<file path="src/rtl/bit_count_engine_if.sv">
// Request/result bundle for bit_count_engine.
//   master : start, clear, count_zeros, data_in out; result, busy, done in
//   slave  : the engine side of the same signals
interface bit_count_engine_if #(
  parameter int WIDTH = 8
);
  localparam int RW = $clog2(WIDTH + 1);

  logic             start;
  logic             clear;
  logic             count_zeros;
  logic [WIDTH-1:0] data_in;
  logic [RW-1:0]    result;
  logic             busy;
  logic             done;

  modport master (
    output start, clear, count_zeros, data_in,
    input  result, busy, done
  );

  modport slave (
    input  start, clear, count_zeros, data_in,
    output result, busy, done
  );
endinterface

</file>
<file path="src/rtl/bit_count_engine.sv">
// Bit-population counter: captures an operand on start, counts its 1s (or
// its 0s) by right-shifting, stops as soon as no set bits remain above bit 0,
// and holds the count with done high until start drops.
// Ports:
//   CLOCK_50 : system clock, rising edge
//   reset    : asynchronous active-low reset
//   bus      : bit_count_engine_if slave (start, clear, count_zeros, data_in,
//              result, busy, done)
//
// state | meaning
// ------+-------------------------------------------------
// IDLE  | waiting for start; result holds the last count
// RUN   | shifting A right, accumulating A[0] into result
// DONE  | result valid; waits for start to go low
module bit_count_engine #(
  parameter int WIDTH = 8,
  parameter int RW    = $clog2(WIDTH + 1)
) (
  input  logic                 CLOCK_50,
  input  logic                 reset,
  bit_count_engine_if.slave    bus
);

  typedef enum logic [1:0] {
    IDLE = 2'd0,
    RUN  = 2'd1,
    DONE = 2'd2
  } state_t;

  state_t           state;
  state_t           state_nxt;
  logic [WIDTH-1:0] a;
  logic [RW-1:0]    result_q;

  // Reset asserts asynchronously but releases only after two clock edges,
  // so the FSM never sees a release that races the clock.
  logic rst_meta;
  logic rst_n;

  always_ff @(posedge CLOCK_50 or negedge reset) begin
    if (!reset) begin
      rst_meta <= 1'b0;
      rst_n    <= 1'b0;
    end else begin
      rst_meta <= 1'b1;
      rst_n    <= rst_meta;
    end
  end

  always_ff @(posedge CLOCK_50 or negedge rst_n) begin
    if (!rst_n) state <= IDLE;
    else        state <= state_nxt;
  end

  always_comb begin
    state_nxt = state;
    if (bus.clear) begin
      state_nxt = IDLE;
    end else begin
      case (state)
        IDLE:    if (bus.start) state_nxt = RUN;
        // Last cycle is the one where only bit 0 can still be set.
        RUN:     if (a[WIDTH-1:1] == '0) state_nxt = DONE;
        DONE:    if (!bus.start) state_nxt = IDLE;
        default: state_nxt = IDLE;
      endcase
    end
  end

  always_comb begin
    bus.busy = (state == RUN);
    bus.done = (state == DONE);
  end

  always_ff @(posedge CLOCK_50 or negedge rst_n) begin
    if (!rst_n) begin
      a        <= '0;
      result_q <= '0;
    end else if (bus.clear) begin
      a        <= '0;
      result_q <= '0;
    end else begin
      case (state)
        IDLE: begin
          if (bus.start) begin
            // Zeros mode is a ones count of the inverted operand.
            a        <= bus.count_zeros ? ~bus.data_in : bus.data_in;
            result_q <= '0;
          end
        end
        RUN: begin
          result_q <= result_q + {{(RW-1){1'b0}}, a[0]};
          a        <= a >> 1;
        end
        default: ;
      endcase
    end
  end

  assign bus.result = result_q;

endmodule

</file>
<file path="src/flat_wrapper.sv">
// flat-port wrapper written by rule: the top's interface ports become plain ports
module bit_count_engine_flat 
#(
  parameter int WIDTH = 8,
  parameter int RW    = $clog2(WIDTH + 1)
)
  (CLOCK_50, reset, bus_start, bus_clear, bus_count_zeros, bus_data_in, bus_result, bus_busy, bus_done);
  bit_count_engine_if #(.WIDTH(WIDTH)) bus_i ();
  input  logic CLOCK_50;
  input  logic reset;
  input wire logic [$bits(bus_i.start)-1:0] bus_start;
  input wire logic [$bits(bus_i.clear)-1:0] bus_clear;
  input wire logic [$bits(bus_i.count_zeros)-1:0] bus_count_zeros;
  input wire logic [$bits(bus_i.data_in)-1:0] bus_data_in;
  output wire logic [$bits(bus_i.result)-1:0] bus_result;
  output wire logic [$bits(bus_i.busy)-1:0] bus_busy;
  output wire logic [$bits(bus_i.done)-1:0] bus_done;
  assign bus_i.start = bus_start;
  assign bus_i.clear = bus_clear;
  assign bus_i.count_zeros = bus_count_zeros;
  assign bus_i.data_in = bus_data_in;
  assign bus_result = bus_i.result;
  assign bus_busy = bus_i.busy;
  assign bus_done = bus_i.done;
  bit_count_engine #(.WIDTH(WIDTH), .RW(RW)) u_core (.CLOCK_50(CLOCK_50), .reset(reset), .bus(bus_i));
endmodule
</file>
<file path="config.mk">
export PLATFORM = sky130hd
export DESIGN_NAME = bit_count_engine_flat
export DESIGN_NICKNAME = d
export VERILOG_FILES = /design/src/rtl/bit_count_engine_if.sv /design/src/rtl/bit_count_engine.sv /design/src/flat_wrapper.sv
export SDC_FILE = /design/constraint.sdc
export NUM_CORES = 1
export LEC_CHECK = 0
export BUFFER_PORTS_ARGS = -buffer_cell sky130_fd_sc_hd__buf_4
export CAP_MARGIN = 30
export CORE_AREA = 4 4 43 45
export CTS_BUF_LIST = sky130_fd_sc_hd__clkbuf_8
export CTS_CLUSTER_SIZE = 20
export DETAILED_ROUTE_END_ITERATION = 10
export DIE_AREA = 0 0 47 49
export GPL_TIMING_DRIVEN = 0
export PLACE_DENSITY = 0.84
export SLEW_MARGIN = 10
export SYNTH_ARGS = -nofsm -noshare
export SYNTH_HDL_FRONTEND = slang
export SYNTH_SLANG_ARGS = --single-unit
</file>
<file path="constraint.sdc">
create_clock -name CLOCK_50 -period 3.2 [get_ports CLOCK_50]
set_clock_uncertainty 0.15 [all_clocks]
set_input_delay 0.64 -clock CLOCK_50 [delete_from_list [all_inputs] [get_ports CLOCK_50]]
set_output_delay 0.64 -clock CLOCK_50 [all_outputs]
set_load 0.05 [all_outputs]
</file>
Word-level counts from Yosys, hierarchy flattened
Cells that the tools add are included.
Word-level totals
  register bits: 16
  input port bits: 13
Operators by class
  $add $sub $neg: 1
  equal/unequal tests: 5
  multiplexer cells: 12
  bitwise gates (word level): 1
  reductions and logical operators: 5
Operator list (number)
  $mux 8: 3
  $pmux 8 s2: 1
  $mux 2: 4
  $mux 4: 2
  $not 8->8: 1
  $pmux 4 s2: 1
  $logic_not 7->1: 1
  $ne 3x3->1 const B: 2
  $pmux 2 s3: 1
  $add 4x1->4: 1
  $ne 3x2->1 const B: 1
  $reduce_and 3->1: 1
  $reduce_bool 3->1: 1
  $eq 2x1->1 const B: 1
  $eq 2x2->1 const B: 1
  $logic_not 2->1: 1
  $reduce_and 2->1: 1

Logic depth before layout (Yosys ltp)
Gate-level depths: netlist (run 1).
  word-level depth: 5
  mapped depth: 5
  gate-level depth less buffers: 4

Worst setup path before layout (run 1)
Ideal clock, no wire load.
  kind: reg2out
  start: register u_core.state[0]
  end: output bus_done
  arrival time: 1153 ps
  required time: 2410 ps
  setup slack: 1257 ps
  stages on the path, launching flop included: 2
  buffers on the path: 0
  cells stage by stage: dfrtp_1 -> nor2b_1
Between the ends
  cells in the longest elaborated chain, start to end: 1
RTL lines
  start, declared: RTL line bit_count_engine.sv:30  | state_t state;
  start signal, assigned: RTL line bit_count_engine.sv:52  | else state <= state_nxt;
  $eq 2x2->1: RTL line bit_count_engine.sv:72  | bus.done = (state == DONE);
  end, declared: RTL line flat_wrapper.sv:17  | output wire logic [$bits(bus_i.done)-1:0] bus_done;
Every way passes these cells.

Worst setup path in the final report (run 1)
  start: register u_core.state[1]
  end: output bus_busy
Between the ends
  cells in the longest elaborated chain, start to end: 1
RTL lines
  $eq 2x1->1: RTL line bit_count_engine.sv:71  | bus.busy = (state == RUN);
  end, declared: RTL line flat_wrapper.sv:16  | output wire logic [$bits(bus_i.busy)-1:0] bus_busy;
Every way passes these cells.

==> results of run 1 <==
per-layer routing:
metal	GRT usage, %	part of all wire (%)	vias up
li1	-	-	285
met1	19.07	43	292
met2	26.92	50	16
met3	2.214	3.4	4
met4	12.44	2.9	0
met5	0	0	-
sequential cells by signal (all words and copies together), names as in the netlist:
| signal | cells |
|---|---|
| u_core.rst_n | 1 |
| u_core.rst_meta | 1 |
| u_core.bus.result | 4 |
| u_core.state | 2 |
| u_core.a | 8 |
power groups by stage:
stage               clock network, mW  logic [mW]  registers [mW]
CTS                             0.185       0.133           0.244
detailed placement                  0       0.132           0.248
global placement                    0       0.128           0.246
finish                          0.180       0.132           0.244
floorplan                           0      0.0969           0.244
global route                    0.196       0.141           0.246
stage by stage:
| stage | power, mW | utilization, % |
|---|---|---|
| floorplan | 0.3407 | - |
| global placement | 0.3741 | 67.52 |
| detailed placement | 0.3796 | 67.52 |
| CTS | 0.5624 | 71.26 |
| global route | 0.5831 | 71.94 |
| finish | 0.5555 | 71.94 |
final cells by class:
type | count | area share (%)
multi-input combinational | 45 | 39.36
tap | 16 | 1.891
clock buffer | 4 | 5.201
timing repair buffer | 18 | 13.00
inverter | 2 | 0.7092
buffer | 3 | 2.009
sequential | 16 | 37.82
kinds of logic (layout without fill, tap and decap cells):
| kind of cell | after synthesis | after routing | synth area share [%] |
|---|---|---|---|
| muxes | 8 | 8 | 10.65 |
| adders and majority gates | 2 | 2 | 2.958 |
| AOI/OAI and AO/OA | 14 | 14 | 14.35 |
| buffers and inverters | 5 | 27 | 3.403 |
| and+or+nand+nor | 11 | 11 | 11.54 |
| DFF | 16 | 16 | 47.34 |
| other | 1 | 1 | 0.4434 |
| xor gates and xnor gates | 9 | 9 | 9.320 |
worst min-delay path by stage:
stage | from | to | slack (ns) | cells past startpoint
after floorplan | u_core.rst_n$_DFF_PN0_ | u_core.a[0]$_DFFE_PN0P_ | 0.02 | 0
after global placement | u_core.rst_n$_DFF_PN0_ | u_core.bus.result[0]$_DFFE_PN0P_ | 0.09 | 0
after detailed placement | u_core.rst_n$_DFF_PN0_ | u_core.bus.result[0]$_DFFE_PN0P_ | 0.10 | 0
after CTS | reset | u_core.rst_n$_DFF_PN0_ | 0.004 | 1
after global routing | u_core.rst_n$_DFF_PN0_ | u_core.bus.result[1]$_DFFE_PN0P_ | 0.14 | 0
final | u_core.rst_n$_DFF_PN0_ | u_core.bus.result[1]$_DFFE_PN0P_ | 0.08 | 0
repair_timing:
action / in CTS / in global routing
hold buffers: 0 / 1
endpoints found under the hold margin: 0 / 2
buffers inserted: 0 / 0
gates resized for setup: 0 / 0
synth_stat cells:
cell type,instances
sky130_fd_sc_hd__mux2_2,8
sky130_fd_sc_hd__nor4b_1,2
sky130_fd_sc_hd__nand2b_4,1
sky130_fd_sc_hd__buf_6,1
sky130_fd_sc_hd__dfrtp_1,16
sky130_fd_sc_hd__xor2_1,7
sky130_fd_sc_hd__a22o_1,10
sky130_fd_sc_hd__nand3_1,1
sky130_fd_sc_hd__a32o_1,1
sky130_fd_sc_hd__xnor2_1,2
sky130_fd_sc_hd__nor3_2,1
sky130_fd_sc_hd__nor2_1,2
sky130_fd_sc_hd__ha_1,2
sky130_fd_sc_hd__o21a_1,1
sky130_fd_sc_hd__buf_2,2
sky130_fd_sc_hd__or4_4,1
sky130_fd_sc_hd__nor2b_1,1
sky130_fd_sc_hd__a211o_1,1
sky130_fd_sc_hd__nor4_4,1
sky130_fd_sc_hd__a21boi_0,1
sky130_fd_sc_hd__nor3_1,1
sky130_fd_sc_hd__inv_1,2
sky130_fd_sc_hd__conb_1,1
==> reports/results.md, run 1 <==
• **highest clock frequency the design can meet** 0.4853 GHz
• **area taken by flip-flops and latches** 400.4 um^2
• **die boundary width** 47 um
• **Reg power frac** 43.9%
• **initial detailed-routing violation count** 1
• **Tcrit/Tclk final** 64.39%
• **end point of the critical path** bus_busy
• **slew margin rel.** 62.54%
• **stage delay of the slowest cell on the critical path** 0.42 ns
• **final-report hold violation count** 0
• **setup slack of the most critical reg-to-reg path** 1.69 ns
• **Critical Path End Type** output port
• **reported leakage power** 0.5321 nW
• **Final #Nets** 104
• **number of non-filler instances in the completed layout** 104
• **biggest area contributors in the synthesized netlist** sky130_fd_sc_hd__dfrtp_1 47%, sky130_fd_sc_hd__mux2_2 11%, sky130_fd_sc_hd__a22o_1 10%
• **final setup violation count** 0
• **First-pass DRT Iterations** 2
• **worst slack at placement** 1.423 ns
• **post-synthesis cell count** 66
• **minimum hold slack** 0.07966 ns
• **ratio of cells with drive above 1 in the final layout** 40.91%
• **maximum VDD drop** 0.3125 mV
• **Max H-tree Level** 1
• **total die area** 2303 um^2
• **Power Dens Cells** 524.8 nW/um^2
• **number of filler cells placed in the layout** 103
• **buffer cell driving the clock tree root** sky130_fd_sc_hd__clkbuf_8
• **clock power share** 32.4%
• **DRC viols** 0
• **clock period minus worst slack** 2.060 ns
• **slowest cell on the critical path** sky130_fd_sc_hd__dfrtp_1
• **number of vias after detailed routing** 597
• **total wire length after detailed routing** 1638 um
• **Critical R2R Launch** u_core.state[1]$_DFFE_PN0P_
• **critical path data arrival time** 1.27 ns
• **antenna diode instance count** 0
• **worst min-delay path class** reg2async
• **global routing usage summed across all routing layers** 16.77%
• **most frequent cells in the layout** 17 x sky130_fd_sc_hd__buf_4, 16 x sky130_fd_sc_hd__dfrtp_1, 10 x sky130_fd_sc_hd__a22o_1
• **source of the critical timing path** u_core.state[1]$_DFFE_PN0P_
• **post-DR vias/cell** 5.740
• **number of buffers added by the clock tree synthesis step** 3
• **CTS max path bufs** 2
• **number of warnings printed during yosys synthesis** 0
• **Design Area, Final** 1059 um^2
• **end of the worst register-to-register path** u_core.a[3]$_DFFE_PN0P_
• **Post-Syn Area per Cell** 12.82 um^2
• **IO buf count** 17
• **netlist area before placement** 845.8 um^2
• **synthesized net count** 81
• **routed length per instance** 15.75 um
• **Final ANT Viol Nets** 0
• **vertical die dimension** 49 um
• **last weighted congestion value of the routability-driven placer** 0.7324
• **area of the core** 1471 um^2
• **number of cell rows** 14
• **clock slew at reported path FFs** 0.06 ns
• **layout overhead on the synthesized area** 25.15%
• **detailed placer's ending HPWL** 1212 um
• **Internal Power** 0.4007 mW
• **Switching Share** 27.86%
• **Critical path buffers and inverters** 3
• **R2R depth** 4
• **wire length of the first global-routing pass** 2635 um
• **sequential share of the synthesized area** 47.34%
• **initial core utilization** 57.48%
• **CTS Sinks** 16
• **clock tree from TritonCTS** yes
• **DP Area** 993.5 um^2
• **slew of the pin with the lowest slew margin** 0.5620 ns
• **outcome** finished, final reports clean
• **Startpoint Class** register
• **Congestion Overflow GR** 0
• **cell-by-cell listing of the critical path** nand2b_4 -> buf_6 -> inv_1 -> buf_4
• **top-area cell type share of the netlist area** 47.34%
• **worst-skew pair later-pin latency** 0.25 ns
• **worst setup path class** reg2out
• **post-route worst setup slack** 1.140 ns
• **critical path required time** 2.41 ns
• **combinational group share of total power** 23.7%
• **initial antenna violation count** 0
• **flops & latches, synth** 16
• **cell taking the most area after synthesis** sky130_fd_sc_hd__dfrtp_1
• **CP delay by family, top** buffers and inverters
• **unrepaired setup endpoints after global routing** no
• **maximum number of pins on one net before global-route repair** 15
• **sw power** 0.1547 mW
• **number of distinct library cell variants in the gate-level netlist after synthesis** 23
• **area used by multi-input combinational logic** 416.7 um^2
• **number of global-route vias before repair** 597
• **accumulated negative setup slack** 0 ns
• **most frequent standard cell in the layout excluding fill and tap cells** sky130_fd_sc_hd__buf_4
• **CP max FO** 10
• **top-level port count** 19
• **number of cells in the design after placement** 99
• **total stage count of the critical path** 4
• **max-slew violation count** 0
• **max_cap viols** 0
No activity file was read; power rests on OpenSTA's default activity.
==> run 2, diff against run 1 <==
--- a/config.mk
+++ b/config.mk
@@ -5,15 +5,16 @@
 export SDC_FILE = /design/constraint.sdc
 export NUM_CORES = 1
 export LEC_CHECK = 0
+export ABC_AREA = 1
 export BUFFER_PORTS_ARGS = -buffer_cell sky130_fd_sc_hd__buf_4
 export CAP_MARGIN = 30
-export CORE_AREA = 4 4 43 45
+export CORE_AREA = 4 4 47 49
 export CTS_BUF_LIST = sky130_fd_sc_hd__clkbuf_8
 export CTS_CLUSTER_SIZE = 20
 export DETAILED_ROUTE_END_ITERATION = 10
-export DIE_AREA = 0 0 47 49
+export DIE_AREA = 0 0 51 53
 export GPL_TIMING_DRIVEN = 0
-export PLACE_DENSITY = 0.84
+export PLACE_DENSITY = 0.78
 export SLEW_MARGIN = 10
 export SYNTH_ARGS = -nofsm -noshare
 export SYNTH_HDL_FRONTEND = slang
==> constraint.sdc (replaced) <==
create_clock -name CLOCK_50 -period 1.95 [get_ports CLOCK_50]
set_clock_uncertainty 0.15 [all_clocks]
set_input_delay 0.39 -clock CLOCK_50 [delete_from_list [all_inputs] [get_ports CLOCK_50]]
set_output_delay 0.39 -clock CLOCK_50 [all_outputs]
set_load 0.05 [all_outputs]
==> reports/results.md, run 2 <==
• **outcome** finished, final reports clean
• **sequential share of the synthesized area** 40.97%
• **leading cell types by count after synthesis** 83 x sky130_fd_sc_hd__nand2_1, 16 x sky130_fd_sc_hd__dfrtp_1, 14 x sky130_fd_sc_hd__inv_1
• **Critical path buffers and inverters** 2
• **Congestion Overflow GR** 0
• **number of instances resized during post-cts repair** 0
• **stage delay of the slowest cell on the critical path** 0.48 ns
• **post-DR vias/cell** 4.759
• **global routing usage summed across all routing layers** 17.93%
• **CP delay by family, top** flip-flops
• **Tcrit/Tclk final** 94.74%
• **last weighted congestion value of the routability-driven placer** 0.8770
• **antenna diode instance count** 0
• **clock tree from TritonCTS** yes
• **Startpoint Class** register
• **worst slack at placement** 0.3842 ns
• **post-route worst setup slack** 0.1026 ns
• **max_cap viols** 0
• **max-slew violation count** 0
• **cell-by-cell listing of the critical path** nor2_4 -> buf_4 -> buf_4
• **worst min-delay path class** reg2async
• **number of enable-type register cells in the synthesized netlist** 0
• **combinational group share of total power** 26.3%
• **Internal Power** 0.6360 mW
• **number of filler cells placed in the layout** 176
• **number of global-route vias before repair** 887
• **area taken by flip-flops and latches** 400.4 um^2
• **met2 global-route usage** 33.91%
• **cell taking the most area after synthesis** sky130_fd_sc_hd__dfrtp_1
• **routed length per instance** 11.05 um
• **flops & latches, synth** 16
• **die boundary width** 51 um
• **most common cell in the synthesized netlist** sky130_fd_sc_hd__nand2_1
• **total wire length after detailed routing** 2154 um
• **Most Crowded Layer GR** met2
• **Final #Nets** 184
• **number of cell rows** 16
• **sw power** 0.3129 mW
• **maximum number of pins on one net before global-route repair** 15
• **Most common cell on crit path** sky130_fd_sc_hd__buf_4
• **initial detailed-routing violation count** 30
• **Design Area, Final** 1204 um^2
• **DRC viols** 0
• **top register by number of flip-flops** u_core.a
• **top-area cell type share of the netlist area** 40.97%
• **biggest area contributors in the synthesized netlist** sky130_fd_sc_hd__dfrtp_1 41%, sky130_fd_sc_hd__nand2_1 32%, sky130_fd_sc_hd__inv_1 5.4%
• **post-synthesis cell count** 146
• **highest clock frequency the design can meet** 0.5413 GHz
• **most frequent standard cell in the layout excluding fill and tap cells** sky130_fd_sc_hd__nand2_1
• **synthesized net count** 161
• **slew of the pin with the lowest slew margin** 0.5902 ns
• **Max H-tree Level** 1
• **flip-flop cell with the highest count after synthesis** sky130_fd_sc_hd__dfrtp_1
• **wire length of the first global-routing pass** 3581 um
• **ratio of cells with drive above 1 in the final layout** 19.64%
• **top-level port count** 19
• **maximum VDD drop** 0.6618 mV
• **number of vias after detailed routing** 928
• **fraction of synthesis flops using an asynchronous set or reset pin** 100.0%
• **Final ANT Viol Nets** 0
• **final setup violation count** 0
• **reported leakage power** 0.7389 nW
• **Post-Syn Area per Cell** 6.693 um^2
• **CP max FO** 10
• **worst-skew pair later-pin latency** 0.25 ns
• **DP Area** 1139 um^2
• **number of buffers added by the clock tree synthesis step** 3
• **worst setup path class** reg2out
• **Power Dens Cells** 788.3 nW/um^2
• **Switching Share** 32.98%
• **final-report hold violation count** 0
• **buffer cell driving the clock tree root** sky130_fd_sc_hd__clkbuf_8
• **most frequent cells in the layout** 83 x sky130_fd_sc_hd__nand2_1, 18 x sky130_fd_sc_hd__buf_4, 16 x sky130_fd_sc_hd__dfrtp_1
• **netlist area before placement** 977.2 um^2
• **unrepaired setup endpoints after global routing** no
• **accumulated negative setup slack** 0 ns
• **initial antenna violation count** 0
• **Critical Path End Type** output port
• **slew margin rel.** 60.65%
• **First-pass DRT Iterations** 5
• **initial core utilization** 52.49%
• **clock period minus worst slack** 1.847 ns
• **area of the core** 1862 um^2
• **number of buffers added for setup after CTS** 0
• **met1 routing resource usage after global routing** 18.25%
• **total die area** 2703 um^2
• **clock slew at reported path FFs** 0.07 ns
• **slowest cell on the critical path** sky130_fd_sc_hd__dfrtp_1
• **CTS max path bufs** 2
• **critical path required time** 1.41 ns
• **CTS Sinks** 16
• **clock power share** 31.3%
• **vertical die dimension** 53 um
• **layout overhead on the synthesized area** 23.17%
• **area used by multi-input combinational logic** 493.0 um^2
• **IO buf count** 17
• **critical path data arrival time** 1.31 ns
• **number of warnings printed during yosys synthesis** 0
• **detailed placer's ending HPWL** 1678 um
• **Largest register FFs** 8
• **met3 track demand over resource in global routing** 4.789%
• **Reg power frac** 42.4%
• **number of distinct library cell variants in the gate-level netlist after synthesis** 19
[run 2: final cells by class]
class / count / area share [%]
flip-flops and latches: 16 / 33.26
plain buffers: 3 / 1.975
well taps: 27 / 2.807
repair buffers: 18 / 11.43
clock buffers: 4 / 4.574
inverters: 16 / 4.990
multi-input cells: 111 / 40.96
[run 2: power by group through the flow]
stage	sequential (mW)	clock, mW	combinational [mW]
2_1_floorplan	0.403	0	0.173
3_3_place_gp	0.404	0	0.238
3_5_place_dp	0.407	0	0.250
4_1_cts	0.402	0.304	0.252
5_1_grt	0.409	0.314	0.284
6_report	0.402	0.297	0.250
[run 2: worst paths after layout]
path / depth (start not counted) / slack (ns) / start / to
setup / recovery: 3 / 0.10 / u_core.state[1]$_DFFE_PN0P_ / bus_busy
hold / removal: 0 / 0.09 / u_core.rst_n$_DFF_PN0_ / u_core.bus.result[1]$_DFFE_PN0P_
setup reg to reg: 5 / 0.42 / u_core.bus.result[0]$_DFFE_PN0P_ / u_core.bus.result[2]$_DFFE_PN0P_
hold reg to reg: 0 / 0.09 / u_core.rst_n$_DFF_PN0_ / u_core.bus.result[1]$_DFFE_PN0P_
max in group asynchronous: 0 / 1.17 / u_core.rst_n$_DFF_PN0_ / u_core.a[6]$_DFFE_PN0P_
min in group CLOCK_50: 0 / 0.20 / u_core.rst_meta$_DFF_PN0_ / u_core.rst_n$_DFF_PN0_
[run 2: metal layers]
metal  vias up  routed length, um
met2        18               1157
met1       427                871
met4         0                 48
met3         6                 76
met5         -                  0
li1        477                  -
[run 2: stage by stage]
step	power (mW)	hold WS [ns]	utilization, %	cells
floorplan	0.5761	-0.05559	-	146
global placement	0.6415	0.02231	61.16	190
detailed placement	0.6571	0.02475	61.16	190
CTS	0.9581	0.1102	64.65	195
global route	1.007	0.1352	64.65	195
finish	0.9488	0.08769	64.65	195
[run 2: worst reg2reg max path, delay by kind of cell, from the launching register on]
family | cells | cell delay, ns
flip-flops | 1 | 0.39
AO/OA/AOI/OAI | 1 | 0.07
AND/OR/NAND/NOR | 2 | 0.37
adder cells (fa/ha/maj) | 2 | 0.44
[run 2: kinds of logic (layout without fill, tap and decap cells)]
| group | count (synthesis) | after routing | share of synthesized area (%) |
|---|---|---|---|
| and+or+nand+nor | 105 | 105 | 45.58 |
| buffers and inverters | 19 | 41 | 8.579 |
| DFF | 16 | 16 | 40.97 |
| adders and majority gates | 2 | 2 | 2.560 |
| AOI/OAI and AO/OA | 2 | 2 | 1.024 |
| other | 1 | 1 | 0.3838 |
| xor gates and xnor gates | 1 | 1 | 0.8965 |
[run 2: what timing repair did]
item | in CTS | in global routing
endpoints found under the setup margin | 0 | 0
hold endpoints to repair | 2 | 0
hold buffers | 1 | 0
==> run 3, diff against run 2 <==
--- a/config.mk
+++ b/config.mk
@@ -8,13 +8,13 @@
 export ABC_AREA = 1
 export BUFFER_PORTS_ARGS = -buffer_cell sky130_fd_sc_hd__buf_4
 export CAP_MARGIN = 30
-export CORE_AREA = 4 4 47 49
+export CORE_AREA = 4 4 46 48
 export CTS_BUF_LIST = sky130_fd_sc_hd__clkbuf_8
 export CTS_CLUSTER_SIZE = 20
 export DETAILED_ROUTE_END_ITERATION = 10
-export DIE_AREA = 0 0 51 53
+export DIE_AREA = 0 0 50 52
 export GPL_TIMING_DRIVEN = 0
-export PLACE_DENSITY = 0.78
+export PLACE_DENSITY = 0.82
 export SLEW_MARGIN = 10
 export SYNTH_ARGS = -nofsm -noshare
 export SYNTH_HDL_FRONTEND = slang
==> constraint.sdc (replaced) <==
create_clock -name CLOCK_50 -period 2.4 [get_ports CLOCK_50]
set_clock_uncertainty 0.15 [all_clocks]
set_input_delay 0.48 -clock CLOCK_50 [delete_from_list [all_inputs] [get_ports CLOCK_50]]
set_output_delay 0.48 -clock CLOCK_50 [all_outputs]
set_load 0.05 [all_outputs]
==> reports/results.md, run 3 (synthesized netlist as in run 2, its figures left out) <==
• **outcome** finished, final reports clean
• **Startpoint Class** register
• **CTS Sinks** 16
• **top register by number of flip-flops** u_core.a
• **layout overhead on the synthesized area** 22.92%
• **wire length of the first global-routing pass** 3719 um
• **Tcrit/Tclk final** 80.50%
• **initial detailed-routing violation count** 21
• **slowest cell on the critical path** sky130_fd_sc_hd__dfrtp_1
• **combinational group share of total power** 26.4%
• **initial antenna violation count** 0
• **stage delay of the slowest cell on the critical path** 0.48 ns
• **Reg power frac** 42.8%
• **buffer cell driving the clock tree root** sky130_fd_sc_hd__clkbuf_8
• **initial core utilization** 57.22%
• **routed length per instance** 10.23 um
• **critical path data arrival time** 1.30 ns
• **worst min-delay path class** reg2async
• **last weighted congestion value of the routability-driven placer** 0.7751
• **Design Area, Final** 1201 um^2
• **number of buffers added for setup after CTS** 0
• **vertical die dimension** 52 um
• **CTS max path bufs** 2
• **total wire length after detailed routing** 1975 um
• **DRC viols** 0
• **setup slack of the most critical reg-to-reg path** 0.87 ns
• **number of cell rows** 15
• **Hold Buf Count CTS** 1
• **maximum VDD drop** 0.5897 mV
• **Congestion Overflow GR** 0
• **number of buffers added by the clock tree synthesis step** 3
• **number of global-route vias before repair** 878
• **most frequent cells in the layout** 83 x sky130_fd_sc_hd__nand2_1, 18 x sky130_fd_sc_hd__buf_4, 16 x sky130_fd_sc_hd__dfrtp_1
• **number of vias after detailed routing** 914
• **cell-by-cell listing of the critical path** nor2_4 -> buf_4 -> buf_4
• **critical path required time** 1.77 ns
• **clock tree from TritonCTS** yes
• **clock power share** 30.8%
• **Power Dens Cells** 632.1 nW/um^2
• **worst setup path class** reg2out
• **number of cells in the design after placement** 188
• **Final #Nets** 184
• **number of instances resized during post-cts repair** 0
• **Internal Power** 0.5165 mW
• **ratio of cells with drive above 1 in the final layout** 19.64%
• **slew of the pin with the lowest slew margin** 0.5490 ns
• **global routing usage summed across all routing layers** 18.88%
• **maximum number of pins on one net before global-route repair** 15
• **Critical Path End Type** output port
• **source of the critical timing path** u_core.state[1]$_DFFE_PN0P_
• **minimum hold slack** 0.07532 ns
• **power consumption** 0.7592 mW
• **end of the worst register-to-register path** u_core.bus.result[2]$_DFFE_PN0P_
• **number of non-filler instances in the completed layout** 193
• **highest clock frequency the design can meet** 0.5176 GHz
• **end point of the critical path** bus_busy
• **max-slew violation count** 0
• **accumulated negative setup slack** 0 ns
• **area taken by flip-flops and latches** 400.4 um^2
• **final setup violation count** 0
• **post-route worst setup slack** 0.4679 ns
• **most frequent standard cell in the layout excluding fill and tap cells** sky130_fd_sc_hd__nand2_1
• **Most common cell on crit path** sky130_fd_sc_hd__buf_4
• **clock period minus worst slack** 1.932 ns
• **clock slew at reported path FFs** 0.06 ns
• **final-report hold violation count** 0
• **CP max FO** 10
• **worst slack at placement** 0.7363 ns
• **post-DR vias/cell** 4.736
• **worst-skew pair later-pin latency** 0.25 ns
• **unrepaired setup endpoints after global routing** no
• **area used by multi-input combinational logic** 493.0 um^2
• **IO buf count** 17
• **die boundary width** 50 um
• **Final ANT Viol Nets** 0
• **detailed placer's ending HPWL** 1488 um
• **reported leakage power** 0.7389 nW
• **number of filler cells placed in the layout** 144
• **Switching Share** 31.97%
• **total die area** 2600 um^2
• **DP Area** 1136 um^2
• **area of the core** 1708 um^2
• **max_cap viols** 0
• **Util after Layout** 70.33%
• **slew margin rel.** 63.40%
• **sw power** 0.2427 mW
• **Critical R2R Launch** u_core.bus.result[0]$_DFFE_PN0P_
• **R2R depth** 5
• **Max H-tree Level** 1
• **First-pass DRT Iterations** 4
• **Largest register FFs** 8
• **top-level port count** 19
• **antenna diode instance count** 0
## run 3: cell counts in the layout (fill, tap and decap cells not counted)
No cell type changed its count.
## run 3: how the worst min path moves through the flow
| stage | start | end | slack [ns] |
|---|---|---|---|
| detailed placement | u_core.rst_n$_DFF_PN0_ | u_core.a[0]$_DFFE_PN0P_ | 0.08 |
| floorplan | u_core.rst_n$_DFF_PN0_ | u_core.a[0]$_DFFE_PN0P_ | 0.02 |
| global placement | u_core.rst_n$_DFF_PN0_ | u_core.bus.result[0]$_DFFE_PN0P_ | 0.09 |
| finish | u_core.rst_n$_DFF_PN0_ | u_core.bus.result[0]$_DFFE_PN0P_ | 0.08 |
| global route | u_core.rst_n$_DFF_PN0_ | u_core.bus.result[3]$_DFFE_PN0P_ | 0.14 |
| CTS | u_core.rst_n$_DFF_PN0_ | u_core.bus.result[0]$_DFFE_PN0P_ | 0.09 |
## run 3: power by group through the flow
| stage | registers, mW | logic, mW | clock network [mW] |
|---|---|---|---|
| 6_report | 0.325 | 0.200 | 0.234 |
| 5_1_grt | 0.331 | 0.228 | 0.251 |
| 4_1_cts | 0.325 | 0.201 | 0.237 |
| 3_5_place_dp | 0.330 | 0.197 | 0 |
| 3_3_place_gp | 0.328 | 0.192 | 0 |
| 2_1_floorplan | 0.328 | 0.140 | 0 |
## run 3: critical path, delay by kind of cell, from the launching register on
kind	cells	cell delay, ns
buffers and inverters	2	0.40
AND/OR/NAND/NOR	1	0.17
flip-flops	1	0.48
## run 3: routing by layer
layer / vias up / global-route usage, % / share of wire [%]
met5: - / 0 / 0
met4: 0 / 4.147 / 0.35
met3: 2 / 6.304 / 4.7
met2: 14 / 32.39 / 50
met1: 421 / 22.78 / 45
li1: 477 / - / -
## run 3: area by class of cell
type,count,area share [%]
repair buffers,18,11.46
inverters,16,5.000
plain buffers,3,1.979
flip-flops and latches,16,33.33
clock buffers,4,4.583
well taps,25,2.604
multi-input cells,111,41.04
